$ cat src/rtl/denorm_pkg.sv
// Shared defaults and FSM state type for the denormalizer.
package denorm_pkg;

    localparam int DEF_WIDTH = 10;
    localparam int DEF_EXP_W = 5;

    typedef enum logic [1:0] {
        IDLE  = 2'd0,
        SHIFT = 2'd1,
        DONE  = 2'd2
    } state_t;

endpackage

$ cat src/rtl/denorm.sv
// Denormalizer: right-shifts a normalized mantissa one bit per cycle until the
// leading one sits at its original position, tracking lost bits and overflow.
module denorm
    import denorm_pkg::*;
#(
    parameter int WIDTH = DEF_WIDTH,
    parameter int EXP_W = DEF_EXP_W
) (
    input  logic             clk,
    input  logic             rst_n,
    input  logic             in_valid,
    output logic             in_ready,
    input  logic [WIDTH-1:0] mant,
    input  logic [EXP_W-1:0] square,
    output logic             out_valid,
    input  logic             out_ready,
    output logic [WIDTH-1:0] valout,
    output logic             inexact,
    output logic             ovf
);

    localparam logic [EXP_W:0] TOP = (EXP_W+1)'(WIDTH-1);

    state_t           state, state_nxt;
    logic [WIDTH-1:0] work;
    logic [EXP_W:0]   cnt;
    logic [EXP_W:0]   shamt;
    logic             accept, is_zero, is_ovf;

    assign accept  = in_valid && in_ready;
    assign is_zero = (mant == '0);
    assign is_ovf  = ({1'b0, square} > TOP);
    // Only meaningful when !is_ovf; wraps otherwise and is ignored.
    assign shamt   = TOP - {1'b0, square};

    always_ff @(posedge clk) begin
        if (!rst_n) state <= IDLE;
        else        state <= state_nxt;
    end

    always_comb begin
        state_nxt = state;
        in_ready  = 1'b0;
        out_valid = 1'b0;
        case (state)
            IDLE: begin
                in_ready = 1'b1;
                if (in_valid) begin
                    if (is_zero || is_ovf || shamt == '0) state_nxt = DONE;
                    else                                  state_nxt = SHIFT;
                end
            end
            SHIFT: begin
                // Counter reaches zero on this edge.
                if (cnt == (EXP_W+1)'(1)) state_nxt = DONE;
            end
            DONE: begin
                out_valid = 1'b1;
                if (out_ready) state_nxt = IDLE;
            end
            default: state_nxt = IDLE;
        endcase
    end

    always_ff @(posedge clk) begin
        if (!rst_n) begin
            work    <= '0;
            cnt     <= '0;
            valout  <= '0;
            inexact <= 1'b0;
            ovf     <= 1'b0;
        end else begin
            case (state)
                IDLE: begin
                    if (accept) begin
                        work    <= mant;
                        inexact <= 1'b0;
                        ovf     <= 1'b0;
                        if (is_zero) begin
                            valout <= '0;
                            cnt    <= '0;
                        end else if (is_ovf) begin
                            valout <= '1;
                            ovf    <= 1'b1;
                            cnt    <= '0;
                        end else begin
                            valout <= mant;
                            cnt    <= shamt;
                        end
                    end
                end
                SHIFT: begin
                    work    <= work >> 1;
                    inexact <= inexact | work[0];
                    cnt     <= cnt - (EXP_W+1)'(1);
                    if (cnt == (EXP_W+1)'(1)) valout <= work >> 1;
                end
                default: ;
            endcase
        end
    end

endmodule
$ cat config.mk
export PLATFORM = sky130hd
export DESIGN_NAME = denorm
export DESIGN_NICKNAME = d
export VERILOG_FILES = /design/src/rtl/denorm_pkg.sv /design/src/rtl/denorm.sv
export SDC_FILE = /design/constraint.sdc
export NUM_CORES = 1
export LEC_CHECK = 0
export CAP_MARGIN = 10
export CORE_AREA = 2 2 54 56
export CTS_CLUSTER_DIAMETER = 30
export DETAILED_ROUTE_END_ITERATION = 10
export DIE_AREA = 0 0 56 58
export DONT_BUFFER_PORTS = 1
export GPL_ROUTABILITY_DRIVEN = 0
export GPL_TIMING_DRIVEN = 0
export HOLD_SLACK_MARGIN = 0.02
export PLACE_DENSITY = 0.77
export SLEW_MARGIN = 20
export SYNTH_ARGS = -nofsm -noshare
export SYNTH_HDL_FRONTEND = slang
export SYNTH_SLANG_ARGS = --single-unit
$ cat constraint.sdc
create_clock -name clk -period 3.1 [get_ports clk]
set_clock_uncertainty 0.05 [all_clocks]
set_input_delay 0.775 -clock clk [delete_from_list [all_inputs] [get_ports clk]]
set_output_delay 0.775 -clock clk [all_outputs]
set_load 0.005 [all_outputs]
Word level (Yosys, flattened, before mapping)

Index checks and enable logic that the tools add are counted.

Equal/unequal tests: 7
$add $sub $neg: 2
Muxes and demuxes: 22
Reductions and logical operators: 11
Bitwise logic cells: 1
Order comparisons: 1

Operators by type and width:

| operator                                                       | number |
|---|---|
| two-way mux 10 bit                                             | 5 |
| case mux 10 bit (2 select lines)                               | 2 |
| two-way mux 6 bit                                              | 3 |
| case mux 6 bit (2 select lines)                                | 1 |
| logical NOT 10 bit                                             | 1 |
| two-way mux 2 bit                                              | 4 |
| inequality test 2 bit (second input constant)                  | 4 |
| equality test 6 x 1 -> 1 bit (second input constant)           | 1 |
| logical NOT 6 bit                                              | 1 |
| case mux 2 bit (3 select lines)                                | 1 |
| AND reduction 3 bit                                            | 2 |
| subtractor 4 x 5 -> 6 bit (first input constant)               | 1 |
| subtractor 6 x 1 -> 6 bit (second input constant)              | 1 |
| greater-than comparator 5 x 4 -> 1 bit (second input constant) | 1 |
| two-way mux 1 bit                                              | 5 |
| AND reduction 2 bit                                            | 2 |
| equality test 2 x 1 -> 1 bit (second input constant)           | 1 |
| equality test 2 bit (second input constant)                    | 1 |
| logical NOT 2 bit                                              | 1 |
| logical OR 1 bit                                               | 2 |
| case mux 1 bit (2 select lines)                                | 1 |
| nonzero test 2 bit                                             | 1 |
| logical AND 1 bit                                              | 1 |
| bitwise OR 1 bit                                               | 1 |

Bits in registers: 30
Input bits: 19
Output and inout bits: 14
Logic and storage cells: 50

Logic depth before layout (Yosys ltp)

Depth after elaboration: 6
Depth in mapped cells: 7
Depth with buffers taken out: 6

Least setup slack after synthesis

Ideal clock, no wire load.

Path kind: input port to flip-flop
Start point: input port mant[2]
End point: register cnt[1]
Data arrival time: 1759 ps
Buffers on the path: 1
Stages on the path: 5
Setup time: 117 ps
Path slack: 1174 ps
Data required time: 2933 ps
Path through: nor4_1 > nand4_1 > clkbuf_1 > a41oi_1 > nor2_1

Cells in the longest elaborated chain, start to end: 4

Ends and longest elaborated chain:

| element                         | RTL line     | text |
|---|---|---|
| from (decl)                     | denorm.sv:13 | `input logic [WIDTH-1:0] mant,` |
| logical NOT 10 bit              | denorm.sv:31 | `assign is_zero = (mant == '0);` |
| two-way mux 6 bit               | denorm.sv:79 | `if (is_zero) begin` |
| two-way mux 6 bit               | denorm.sv:75 | `if (accept) begin` |
| case mux 6 bit (2 select lines) | denorm.sv:73 | `case (state)` |
| to (signal assigned)            | denorm.sv:88 | `cnt <= shamt;` |
| to (signal assigned)            | denorm.sv:95 | `cnt <= cnt - (EXP_W+1)'(1);` |
| to (decl)                       | denorm.sv:26 | `logic [EXP_W:0] cnt;` |

No other way between the ends. The select of a mux whose other input is x is not followed.
A chain may end at the register's enable or synchronous reset.

Worst setup path in the final report

Start point: register state[1]
End point: output port in_ready

Cells in the longest elaborated chain, start to end: 2

Ends and longest elaborated chain:

| element                | RTL line     | text |
|---|---|---|
| from (decl)            | denorm.sv:24 | `state_t state, state_nxt;` |
| from (signal assigned) | denorm.sv:38 | `else state <= state_nxt;` |
| logical NOT 2 bit      | denorm.sv:45 | `case (state)` |
| two-way mux 1 bit      | denorm.sv:45 |  |
| to (decl)              | denorm.sv:12 | `output logic in_ready,` |

No other way between the ends.

==> results.sh <==
export IMPL_p_sw_share_pct=34.5
export IMPL_post_cts_resized=0
export IMPL_cp_end_kind="output pin"
export IMPL_switchingPower_w=0.000333
export IMPL_critPathTopFamily="buffers and inverters"
export IMPL_finalCriticalPeriod_ns=2.22
export IMPL_finalCritPeriodShare_pct=71.5
export IMPL_placed_cells=241
export IMPL_crit_path_max_incr_delay_ns=0.39
export IMPL_cp_cell_sequence="buf_2 > clkbuf_1 > nor2_1"
export IMPL_synth_fa_ha_area_share_pct=2.30
export IMPL_layoutNonFillerInstCount=249
export IMPL_dr_pass1_iters=5
export IMPL_clkLatencyLatePin_ns=0.34
export IMPL_slew_viol_final=0
export IMPL_synth_yosys_seq_area_share_pct=36.8
export IMPL_htreeDepth=2
export IMPL_syn_inst=210
export IMPL_wl_per_cell_um=18.4
export IMPL_die_area_um2=3250
export IMPL_seqPwrFrac_pct=48.6
export IMPL_overflow=0
export IMPL_synth_xor_area_share_pct=1.61
export IMPL_outcome="complete, no violations"
export IMPL_setup_violations=0
export IMPL_synth_edf_count=0
export IMPL_synthFlopType="dfxtp_1"
export IMPL_worstSetupPathType="flip-flop to output pin"
export IMPL_fin_total_pwr_w=0.000967
export IMPL_ir_worst_vdd_uv=453
export IMPL_dieWidth_um=56
export IMPL_yosysWarningCount=0
export IMPL_antenna_found_initial=0
export IMPL_rows=19
export IMPL_start_util_pct=61.3
export IMPL_slew_headroom_pct=53.5
export IMPL_synth_top_family_by_area="compound AO/OA/AOI/OAI gates"
export IMPL_drtIter0Drc=125
export IMPL_setup_ws_ns=0.883
export IMPL_rsz0062_at_grt="no"
export IMPL_ant_nets=0
export IMPL_via_count=1670
export IMPL_holdWs_ns=0.443
export IMPL_clockPowerShare_pct=25.9
export IMPL_min_path_type="flip-flop to flip-flop"
export IMPL_area_delta_synth_final_pct=6.05
export IMPL_synth_avg_cell_area_um2=7.78
export IMPL_syn_nets=232
export IMPL_p_leak_nw=0.628
export IMPL_synth_distinct_cells=37
export IMPL_max_cap_violations=0
export IMPL_cts_setup_buffers=0
export IMPL_pin_count=33
export IMPL_cp_arrival_ns=1.39
export IMPL_grt_max_degree=11
export IMPL_io_buffers=0
export IMPL_setup_tns_ns=0
export IMPL_n_antenna_cell=0
export IMPL_crit_slowest_cell="clkbuf_1"
export IMPL_coreArea_um2=2660
export IMPL_worst_pin_slew_ns=0.696
export IMPL_synth_simple_gate_area_share_pct=21.7
export IMPL_preCtsSetupSlack_ns=0.892
export IMPL_grt_total_usage_pct=29.9
export IMPL_grt_pass1_wl_um=7490
export IMPL_crit_required_ns=2.27
export IMPL_hold_viol=0
export IMPL_synth_seq_cells=30
export IMPL_hpwl_um=3350
export IMPL_pwr_share_comb_pct=25.5
export IMPL_drc=0
export IMPL_synth_compound_area_share_pct=31.6
export IMPL_grt_pass1_vias=1594
export IMPL_synth_area_mux_share_pct=0
export IMPL_critPathLaunchType="flip-flop"
export IMPL_path_clk_slew_ns=0.09
export IMPL_post_drt_via_cell_ratio=6.71
export IMPL_path_buf_inv=2
export IMPL_nets=239
export IMPL_cts_tree="built"
export IMPL_pwr_density_cell_nw_per_um2=558
export IMPL_drive_gt1_share_pct=7.80
export IMPL_cts_inserted_buffers=5
export IMPL_cts_hold_buffers=0
export IMPL_die_y_um=58
export IMPL_syn_area_um2=1630
export IMPL_p_int_w=0.000634
export IMPL_routed_wl_um=4590
export IMPL_cts_sinks=30
export IMPL_ys_async_sr_fraction_pct=0
export IMPL_clk_path_buf_depth=2
export IMPL_cts_root_buf="clkbuf_4"
export IMPL_cp_max_fo=10
export IMPL_max_freq_mhz=451
-- layer usage --
layer  up-vias  GRT usage [%]  part of all wire [%]
li1        789              -                     -
met1       784           35.5                    41
met2        84           49.9                    48
met3        13           10.0                   8.2
met4         0           12.2                   2.7
met5         -              0                     0
-- registers in the layout (all words and copies together), names as in the netlist --
signal and cells:
inexact 1, cnt 6, state 2, valout 10, ovf 1, work 10
-- layout make-up --
cell class / count / area, um2
sequential: 30 / 601
buffer: 18 / 76.3
clock buffer: 7 / 55.1
clock inverter: 1 / 5.00
tap: 31 / 38.8
multi-input combinational: 156 / 933
fill: 242 / 931
inverter: 6 / 22.5
-- synthesized netlist by cell type, drive strengths merged, types with 3 or more instances --
master	n	area [um2]
ha	3	37.5
buf	5	27.5
nand2	19	71.3
inv	6	22.5
a311oi	7	61.3
clkbuf	13	48.8
a21oi	18	93.8
or3	4	30.0
o21ai	20	100
nor2b	5	31.3
dfxtp	30	601
nand3	5	25.0
nor2	23	86.3
nor3b	3	27.5
o221a	3	33.8
o31ai	7	52.6
o211ai	7	52.6
nand2b	4	25.0
a31oi	10	62.6
-- per-stage QoR --
| step | cell area [um2] | utilization (%) |
|---|---|---|
| detailed placement | 1670 | 62.8 |
| global placement | 1670 | 62.8 |
| finish | 1730 | 65.0 |
| CTS | 1730 | 65.0 |
| floorplan | 1630 | - |
| global route | 1730 | 65.0 |
-- layout by cell type, fill, tap and decap left out, types with 2 or more instances in the layout --
| cell type | count |
|---|---|
| a41oi_1 | 2 |
| o31ai_1 | 7 |
| clkbuf_1 | 14 |
| o221a_1 | 3 |
| nand4_1 | 2 |
| or3_1 | 3 |
| inv_1 | 6 |
| dfxtp_1 | 30 |
| ha_1 | 3 |
| o211ai_1 | 7 |
| a31oi_1 | 10 |
| o21ai_0 | 6 |
| a21oi_1 | 17 |
| nand2_1 | 19 |
| nand2b_1 | 4 |
| nor4_1 | 2 |
| o21ai_1 | 14 |
| xnor2_1 | 2 |
| clkbuf_4 | 5 |
| buf_2 | 4 |
| nand3_1 | 5 |
| nor3_1 | 2 |
| nor2_1 | 23 |
| a311oi_1 | 7 |
| nor2b_1 | 5 |
| nor3b_1 | 2 |
-- worst paths after layout --
| kind | from | endpoint | slack (ns) | depth (start not counted) |
|---|---|---|---|---|
| hold / removal | ovf | ovf | 0.44 | 2 |
| hold reg to reg | ovf | ovf | 0.44 | 2 |
| setup / recovery | state[1] | in_ready | 0.88 | 3 |
| setup reg to reg | state[0] | valout[5] | 1.34 | 5 |
-- cells by family after synthesis --
| family | after synthesis |
|---|---|
| fa+ha+maj | 3 |
| buf+inv | 24 |
| compound gates | 78 |
| xor+xnor | 3 |
| simple gates | 72 |
| flops | 30 |
-- worst min-delay path, cell delays in order, from the launching register on --
cell and delay [ns]:
dfxtp_1 0.33, nand2_1 0.06, a21oi_1 0.05
-- power groups by stage --
| stage | Sequential, W | Clock, W | Combinational, W |
|---|---|---|---|
| 2_1_floorplan | 0.000467 | 0 | 0.000190 |
| 3_3_place_gp | 0.000475 | 0 | 0.000234 |
| 3_5_place_dp | 0.000478 | 0 | 0.000243 |
| 4_1_cts | 0.000469 | 0.000246 | 0.000243 |
| 5_1_grt | 0.000476 | 0.000267 | 0.000273 |
| 6_report | 0.000470 | 0.000250 | 0.000247 |
No activity file was read; power rests on OpenSTA's default activity.
